$ cat config.mk
export PLATFORM = sky130hd
export DESIGN_NAME = vector_issue_ctrl
export DESIGN_NICKNAME = d
export VERILOG_FILES = /design/src/rtl/vector_issue_ctrl.sv
export SDC_FILE = /design/constraint.sdc
export NUM_CORES = 1
export LEC_CHECK = 0
export CAP_MARGIN = 20
export CORE_AREA = 2 2 221 223
export CTS_CLUSTER_SIZE = 16
export DETAILED_ROUTE_END_ITERATION = 12
export DIE_AREA = 0 0 223 225
export PLACE_DENSITY_LB_ADDON = 0.05
export SYNTH_ARGS = -nofsm -noshare
export SYNTH_HDL_FRONTEND = slang
export SYNTH_SLANG_ARGS = --single-unit
$ cat constraint.sdc
create_clock -name clk_i -period 2.5 [get_ports clk_i]
set_clock_uncertainty 0.1 [all_clocks]
set_input_delay 0.5 -clock clk_i [delete_from_list [all_inputs] [get_ports clk_i]]
set_output_delay 0.5 -clock clk_i [all_outputs]
set_load 0.01 [all_outputs]
$ cat src/rtl/vector_issue_ctrl.sv
// Issue controller for the vector lane array: broadcasts one instruction to all lanes,
// waits for every lane's done and returns a completion response carrying any read-out vector.
module vector_issue_ctrl #(
    parameter int unsigned lanes_p    = 4,
    parameter int unsigned vlen_p     = 8,
    parameter int unsigned vdw_p      = 32,
    parameter int unsigned els_p      = 32,
    parameter int unsigned op_width_p = 4,
    localparam int unsigned v_addr_width_lp = (els_p > 1) ? $clog2(els_p) : 1
) (
    input  logic                        clk_i,
    input  logic                        reset_n_i,
    input  logic                        instr_v_i,
    output logic                        instr_ready_o,
    input  logic [op_width_p-1:0]       instr_op_i,
    input  logic [v_addr_width_lp-1:0]  instr_rd_i,
    input  logic [v_addr_width_lp-1:0]  instr_rs0_i,
    input  logic [v_addr_width_lp-1:0]  instr_rs1_i,
    input  logic [vdw_p-1:0]            instr_scalar_i,
    input  logic [vdw_p-1:0]            instr_w_data_i,
    output logic [op_width_p-1:0]       op_o,
    output logic                        start_o,
    output logic [vdw_p-1:0]            scalar_o,
    output logic [vdw_p-1:0]            w_data_o,
    output logic [v_addr_width_lp-1:0]  rd_o,
    output logic [v_addr_width_lp-1:0]  rs0_o,
    output logic [v_addr_width_lp-1:0]  rs1_o,
    input  logic [lanes_p-1:0]          lane_done_i,
    input  logic [lanes_p-1:0]          lane_v_i,
    input  logic [lanes_p*vdw_p-1:0]    lane_r_data_i,
    output logic                        resp_v_o,
    input  logic                        resp_ready_i,
    output logic [vlen_p*vdw_p-1:0]     resp_data_o
);

    localparam int unsigned beats_lp      = vlen_p / lanes_p;
    localparam int unsigned beat_width_lp = (beats_lp > 1) ? $clog2(beats_lp) : 1;
    localparam logic [op_width_p-1:0] read_op_lp = op_width_p'(4'b1000);
    localparam logic [beat_width_lp-1:0] beat_max_lp = beat_width_lp'(beats_lp - 1);

    typedef enum logic [1:0] {StIdle, StStart, StWait, StResp} state_e;

    state_e                      state_q, state_d;
    logic [lanes_p-1:0]          sticky_q, sticky_d;
    logic [beat_width_lp-1:0]    beat_q, beat_d;
    logic [vlen_p*vdw_p-1:0]     resp_data_q, resp_data_d;
    logic [op_width_p-1:0]       op_q;
    logic [v_addr_width_lp-1:0]  rd_q, rs0_q, rs1_q;
    logic [vdw_p-1:0]            scalar_q, w_data_q;
    logic                        accept;

    // Lanes stream in lockstep, so lane 0's valid qualifies the whole beat.
    logic unused_lane_v;
    assign unused_lane_v = ^lane_v_i;

    assign accept = (state_q == StIdle) && instr_v_i;

    always_comb begin
        state_d       = state_q;
        sticky_d      = sticky_q;
        beat_d        = beat_q;
        resp_data_d   = resp_data_q;
        instr_ready_o = 1'b0;
        start_o       = 1'b0;
        resp_v_o      = 1'b0;
        unique case (state_q)
            StIdle: begin
                instr_ready_o = 1'b1;
                if (instr_v_i) begin
                    sticky_d    = '0;
                    beat_d      = '0;
                    resp_data_d = '0;
                    state_d     = StStart;
                end
            end
            StStart: begin
                start_o = 1'b1;
                state_d = StWait;
            end
            StWait: begin
                sticky_d = sticky_q | lane_done_i;
                if (&sticky_d) begin
                    state_d = StResp;
                end
                if ((op_q == read_op_lp) && lane_v_i[0]) begin
                    for (int l = 0; l < int'(lanes_p); l++) begin
                        resp_data_d[(int'(beat_q) * int'(lanes_p) + l) * int'(vdw_p) +: vdw_p] =
                            lane_r_data_i[l * int'(vdw_p) +: vdw_p];
                    end
                    if (beat_q != beat_max_lp) begin
                        beat_d = beat_q + 1'b1;
                    end
                end
            end
            StResp: begin
                resp_v_o = 1'b1;
                if (resp_ready_i) begin
                    state_d = StIdle;
                end
            end
            default: state_d = StIdle;
        endcase
    end

    always_ff @(posedge clk_i) begin
        if (!reset_n_i) begin
            state_q     <= StIdle;
            sticky_q    <= '0;
            beat_q      <= '0;
            resp_data_q <= '0;
        end else begin
            state_q     <= state_d;
            sticky_q    <= sticky_d;
            beat_q      <= beat_d;
            resp_data_q <= resp_data_d;
        end
    end

    // Holding registers load only on accept so lane-side signals stay frozen while lanes work.
    always_ff @(posedge clk_i) begin
        if (!reset_n_i) begin
            op_q     <= '0;
            rd_q     <= '0;
            rs0_q    <= '0;
            rs1_q    <= '0;
            scalar_q <= '0;
            w_data_q <= '0;
        end else if (accept) begin
            op_q     <= instr_op_i;
            rd_q     <= instr_rd_i;
            rs0_q    <= instr_rs0_i;
            rs1_q    <= instr_rs1_i;
            scalar_q <= instr_scalar_i;
            w_data_q <= instr_w_data_i;
        end
    end

    assign op_o        = op_q;
    assign rd_o        = rd_q;
    assign rs0_o       = rs0_q;
    assign rs1_o       = rs1_q;
    assign scalar_o    = scalar_q;
    assign w_data_o    = w_data_q;
    assign resp_data_o = resp_data_q;

endmodule

# Word-level counts from Yosys, hierarchy flattened
# Index checks and enable logic that the tools add are counted.
# Widths: inputs -> output; s select.
[classes]
n_lt_le_gt_ge = 0
shift = 8
n_reduce_logical = 8
n_eq_ne = 8
n_div = 0
muxes = 20
n_mul = 0
n_addsub = 8
bitwise = 1
[op_table]
columns = ["operator", "count"]
rows = [
  ["$bwmux 256", 4],
  ["$shift 32x33->256 const A", 4],
  ["$shiftx 32x33->256", 4],
  ["$mux 256", 2],
  ["$pmux 256 s2", 1],
  ["$neg 9->33", 3],
  ["$neg 8->33", 1],
  ["$add 3x2->4 const B", 2],
  ["$ne 2x2->1 const B", 4],
  ["$pmux 2 s4", 1],
  ["$pmux 4 s2", 1],
  ["$mux 1", 6],
  ["$mux 2", 3],
  ["$reduce_and 3->1", 2],
  ["$add 3x1->4 const B", 1],
  ["$eq 2x2->1 const B", 2],
  ["$eq 4x4->1 const B", 1],
  ["$mux 4", 1],
  ["$or 4x4->4", 1],
  ["$reduce_and 4->1", 1],
  ["$eq 2x1->1 const B", 1],
  ["$logic_and 1x1->1", 2],
  ["$logic_not 2->1", 1],
  ["$pmux 1 s2", 1],
  ["3 further kinds", 3],
]
[word_totals]
register_bits = 346
mem_bits_rw = 0
memories = 0
latchBits = 0
input_bits = 223
word_cells = 63
rom_bits = 0

# Depth between registers and ports, before layout
# Gate-level depths: netlist (run 1).
[depth]
ltp_word = 8
mapped_depth = 9

# Worst setup path before layout (run 1)
# No wires, ideal clock.
[synth_timing]
kind = "reg-to-reg"
startpoint = "register state_q[0]"
endpoint = "register resp_data_q[128], in the netlist resp_data_o[128]"
required_time_ns = 2.341
t_arrival_ns = 1.656
stages_incl_launch_ff = 8
n_path_buf = 2
setup_slack_ns = 0.686
synth_period_minus_slack_ns = 1.814
cell_sequence = "dfxtp_1 inv_1 ha_1 nor2b_1 nor4b_4 buf_8 buf_8 a22o_1"
[synth_via]
elab_chain_cells = 3
[synth_rtl]
columns = ["element", "line", "rtl"]
rows = [
  ["from (decl)", "43", "state_e state_q, state_d;"],
  ["from (signal assigned)", "107", "state_q <= StIdle;"],
  ["from (signal assigned)", "112", "state_q <= state_d;"],
  ["$eq 2x2->1 / $logic_not 2->1 (equally long branches)", "66", "unique case (state_q)"],
  ["$ne 2x2->1 (no source line) / $reduce_bool 2->1 (equally long branches)", "n/a", ""],
  ["$reduce_and 3->1 (no source line)", "n/a", ""],
  ["to (signal assigned)", "115", "resp_data_q <= resp_data_d;"],
  ["to (decl)", "46", "logic [vlen_p*vdw_p-1:0] resp_data_q, resp_data_d;"],
]
# Several ways; a longest one is shown, not always the timed one.
# A chain may end at the register's enable or synchronous reset.

# Worst setup path after layout (run 1)
[layout_timing]
startpoint = "register state_q[1]"
endpoint = "output start_o"
[layout_via]
elab_chain_cells = 2
[layout_rtl]
columns = ["element", "line", "rtl"]
rows = [
  ["$eq 2x1->1", "66", ""],
  ["$mux 1", "66", ""],
  ["to (decl)", "22", "output logic start_o,"],
]
# No other way between the ends.

==> impl_metrics.toml, run 1 <==
[floorplan]
num_rows = 80
die_w_um = 223
num_io_pins = 565
dieArea_um2 = 50200
coreArea_um2 = 47500
start_util_pct = 23.4
fp.dieH_um = 225

[synth]
syn_inst = 984
ys_types = 33
synthTopCellsByArea = "dfxtp_1, a22o_1, nand2_1"
synth_seq_cells = 346
synth_most_common_cell = "dfxtp_1"
synth_common_cells = "dfxtp_1, a22o_1, nand2_1, a21oi_1, buf_2"
synth_top_flop_cell = "dfxtp_1"
synthesis.area_um2 = 11100
synth-edff-count = 0
syn_area_per_cell_um2 = 11.3
yosysTopAreaCell = "dfxtp_1"
synth_top_area_share_pct = 62.4
syn_nets = 1211
yosys_warnings = 0
synthArstFlopShare_pct = 0
seq_area_frac_synth_pct = 62.4

[global_route]
grt_pass1_vias = 9917
grt_pass1_wl_um = 65800
grt_max_degree = 89
grtUsageTotal_pct = 17.4
antenna_found_initial = 9
grt_overflow = 0

[drt]
wl_per_cell_um = 20.6
drtIter0Drc = 403
drt-total-wl_um = 45100
routed_via_density = 4.48
vias = 9811
drc_errors = 0
ant_nets = 0
drtPass1Iterations = 4

[clock_tree]
clock_latency_ps = 550
cts_hold_buf = 0
cts_tree = "yes"
htreeDepth = 2
postCtsSetupRepairBufs = 0
cts_sinks = 346
cts_buffer_depth = 3
clkTransAtPathRegs_ps = 50
root_buffer = "clkbuf_16"
cts-buffers-inserted = 42

[timing]
max_freq_mhz = 435
tightest_slew_ps = 455
finalHoldViolations = 0
setup_viol = 0
slew_headroom_pct = 69.6
rsz0062_at_grt = "no"
final_max_slew_viol_count = 0
fin_tns_setup_ps = 0
finalCritPeriodShare_pct = 91.9
fin_ws_ps = 204
fin_crit_ps = 2300

[critical_path]
endpoint = "start_o"
cp_max_fo = 4
start_kind = "register"
path_class = "reg2out"
cp.required_ps = 1900
crit_start = "state_q[1]"
r2r_start = "state_q[0]"
cp-end-kind = "output port"
ff2ff_setup_slack_ps = 470
critical_path_arrival_ps = 1700
worst-r2r-cell-count = 7
r2r-end = "resp_data_o[141]"

[placed_design]
dpl-instance-area_um2 = 17600
place_ws_ps = 75.0
gp_congestion = 0.749
dp.cells = 2110
portBuffers = 561
dp_hpwl_um = 31800

[power_and_ir_drop]
power.density_nw_per_um2 = 790
ir_drop_uv = 671
power.share.sequential_pct = 39.8
p_sw_share_pct = 28.8
power_frac_comb_pct = 20.4
fin_total_pwr_mw = 15.0
intPower_mw = 10.6
pwr-share-clk_pct = 39.7
p_sw_mw = 4.31
p_leak_nw = 7.02

[run_status]
outcome = "finished clean"

[final_layout]
drive_above_1_share_pct = 6.94
final_nets = 1766
final_area_um2 = 18900
area_delta_synth_final_pct = 70.4
post_layout_nonfiller_instances = 2191

[worst_hold_path]
min_path_type = "reg2reg"

[run]
drv_cap = 0
[power groups by stage]
stage                     Sequential, mW  Combinational, mW  Clock [mW]
final                               5.96               3.05        5.94
after global routing                5.99               3.35        6.38
after CTS                           5.96               3.14        6.18
after floorplan                     6.19               1.25           0
after detailed placement            6.08               3.13           0
after global placement              6.07               3.14           0
[how the worst min path moves through the flow]
stage | depth (start not counted) | start | to | slack [ps]
global route | 2 | w_data_o[19] | w_data_o[19] | 370
floorplan | 2 | rd_o[0] | rd_o[0] | 380
finish | 2 | w_data_o[10] | w_data_o[10] | 350
global placement | 2 | w_data_o[29] | w_data_o[29] | 340
detailed placement | 2 | scalar_o[2] | scalar_o[2] | 350
CTS | 3 | instr_w_data_i[10] | w_data_o[10] | 350
[sequential cells by signal, summed over array words and instances (netlist names), 2 cells and up]
register and cells:
op_o 4, rd_o 5, resp_data_o 256, rs0_o 5
rs1_o 5, scalar_o 32, state_q 2, sticky_q 4
w_data_o 32
[through the flow]
stage	hold WS [ps]	util, %
final	349	39.8
after global routing	372	39.8
after CTS	350	39.8
after detailed placement	346	36.9
after global placement	342	36.9
after floorplan	381	-
[logic make-up (layout without fill, tap and decap cells)]
group                      Yosys count  in the layout  share of synthesized area [%]
AOI/OAI and AO/OA                  358            358                           24.9
DFF                                346            346                           62.4
and+or+nand+nor                    189            189                           7.29
buffers and inverters               87            674                           4.99
adders and majority gates            4              4                          0.451
other                                0              5                              0
[cell usage in the layout (no fill, tap or decap), drive strengths merged, types with 2 or more instances in the layout]
cell type      Yosys  routed
a22o             256     256
nor3               4       4
clkinv             0       7
nand2            169     169
ha                 4       4
nor2b              2       2
o21ai              4       4
dfxtp            346     346
nor4               2       2
clkdlybuf4s50      0     560
clkbuf            28      67
o22ai              2       2
diode              0       5
nand2b             3       3
a21oi             93      93
inv                3       4
buf               56      34
[layer usage]
layer | share of wire, % | vias to the layer above | GRT usage [%]
met3 | 9.5 | 74 | 7.29
li1 | - | 4688 | -
met4 | 2.8 | 6 | 7.01
met2 | 48 | 370 | 29.0
met1 | 39 | 4673 | 19.6
met5 | 0.093 | - | 0
[final cells by class]
cell class	instances	area [um^2]
Clock buffer	67	1300
Inverter	3	11.3
Sequential cell	346	6930
Fill cell	4638	28600
Multi-Input combinational cell	551	3660
Antenna cell	5	12.5
Tap cell	615	769
Timing Repair Buffer	595	6190
Clock inverter	9	51.3
[timing repair]
action | in CTS | in global routing
endpoints found under the hold margin | 0 | 0
setup endpoints to repair | 1 | 0
resized for setup | 2 | 0
[worst max-delay path, cell delays in order (launching register included)]
cell and delay [ps]:
dfxtp_1 380, inv_1 80, ha_1 180, clkdlybuf4s50_1 510
Power figures use the tool's default switching activity.
==> run 2: changes to the inputs <==
Settings changed: PLACE_DENSITY_LB_ADDON 0.05 to not set.
==> impl_metrics.toml, run 2 (synthesized netlist as in run 1, its figures left out) <==
[global_route]
grt_use_met1_pct = 17.5
grtUsageTotal_pct = 15.1
grt_pass1_vias = 9860
met2_usage_pct = 25.6
antenna_found_initial = 0
grt_max_degree = 89
busiest_layer = "met2"
grt_use_met3_pct = 5.50
grt_pass1_wl_um = 59500
grt_overflow = 0

[critical_path]
cp-end-kind = "output port"
path_class = "reg2out"
cp_max_fo = 4
cp.required_ps = 1900
critical_path_arrival_ps = 1750
start_kind = "register"

[power_and_ir_drop]
pwr-share-clk_pct = 37.9
p_sw_mw = 4.14
p_sw_share_pct = 28.6
power_frac_comb_pct = 20.8
ir_drop_uv = 454
power.share.sequential_pct = 41.3
p_leak_nw = 6.93
power.density_nw_per_um2 = 774
intPower_mw = 10.3

[timing]
slew_headroom_pct = 69.6
fin_crit_ps = 2350
finalCritPeriodShare_pct = 94.0
final_max_slew_viol_count = 0
max_freq_mhz = 425
setup_viol = 0
rsz0062_at_grt = "no"
finalHoldViolations = 0
fin_tns_setup_ps = 0
tightest_slew_ps = 456

[clock_tree]
root_buffer = "clkbuf_16"
clock_latency_ps = 540
cts_hold_buf = 0
htreeDepth = 2
postCtsSetupRepairBufs = 0
cts_tree = "yes"
cts_sinks = 346
cts_buffer_depth = 3
cts-buffers-inserted = 38
clkTransAtPathRegs_ps = 60

[floorplan]
fp.dieH_um = 225
num_io_pins = 565
die_w_um = 223
start_util_pct = 23.4
num_rows = 80
dieArea_um2 = 50200
coreArea_um2 = 47500

[drt]
wl_per_cell_um = 18.4
ant_nets = 0
drc_errors = 0
drt-total-wl_um = 40100
drtIter0Drc = 409
vias = 9907
routed_via_density = 4.56
drtPass1Iterations = 4

[final_layout]
diodes = 0
fin_util_pct = 39.3
fillers = 4592
area_delta_synth_final_pct = 68.4
mostFrequentLayoutCell = "clkdlybuf4s50_1"
mostFrequentLayoutCells = "clkdlybuf4s50_1, dfxtp_1, a22o_1, nand2_1, a21oi_1"
largest_register_ff_count = 256
final_nets = 1762
post_layout_nonfiller_instances = 2174
drive_above_1_share_pct = 6.41

[run]
drv_cap = 0

[placed_design]
dp_hpwl_um = 28700
portBuffers = 561
dp.cells = 2110
gp_congestion = 0.778

[run_status]
outcome = "finished clean"

[worst_hold_path]
min_path_type = "reg2reg"
[run 2: per-stage QoR]
step                      power [mW]  hold slack, ps  instance area, um^2  setup slack, ps
after floorplan                 7.44             381                11100              686
after global placement          9.14             344                17500             94.8
after detailed placement        9.15             348                17500             14.5
after CTS                       14.7             354                18700             23.6
after global routing            15.2             374                18700             39.7
final                           14.5             352                18700              150
[run 2: final timing paths]
| path | start | end | slack [ps] | cells past startpoint |
|---|---|---|---|---|
| worst max-delay path | state_q[1] | resp_v_o | 150 | 2 |
| worst min-delay path | w_data_o[9] | w_data_o[9] | 350 | 2 |
| worst max register to register | state_q[0] | resp_data_o[137] | 420 | 8 |
| worst min register to register | w_data_o[9] | w_data_o[9] | 350 | 2 |
[run 2: cell type report]
cell class / count / area [um^2] / area share [%]
clock buffers: 57 / 1130 / 6.06
inverters: 3 / 11.3 / 0.0602
clock inverters: 7 / 85.1 / 0.455
well taps: 615 / 769 / 4.12
repair buffers: 595 / 6110 / 32.7
flip-flops and latches: 346 / 6930 / 37.0
multi-input cells: 551 / 3660 / 19.6
[run 2: layer usage]
| layer | vias up | wire length [um] |
|---|---|---|
| li1 | 4678 | - |
| met1 | 4727 | 16200 |
| met2 | 439 | 19100 |
| met3 | 63 | 3730 |
| met4 | 0 | 1100 |
| met5 | - | 0 |
[run 2: timing repair]
action,CTS,global route
gates cloned,0,0
endpoints found under the setup margin,1,1
resized for setup,1,1
[run 2: power groups by stage]
stage / Combinational (mW) / Sequential [mW] / Clock, mW
2_1_floorplan: 1.25 / 6.19 / 0
3_3_place_gp: 3.06 / 6.08 / 0
3_5_place_dp: 3.05 / 6.09 / 0
4_1_cts: 3.08 / 5.98 / 5.68
5_1_grt: 3.27 / 6.01 / 5.89
6_report: 3.01 / 5.98 / 5.48
[run 2: critical path, stage by stage (launching register included)]
cell	delay, ps
dfxtp_1	370
ha_1	210
clkdlybuf4s50_1	640
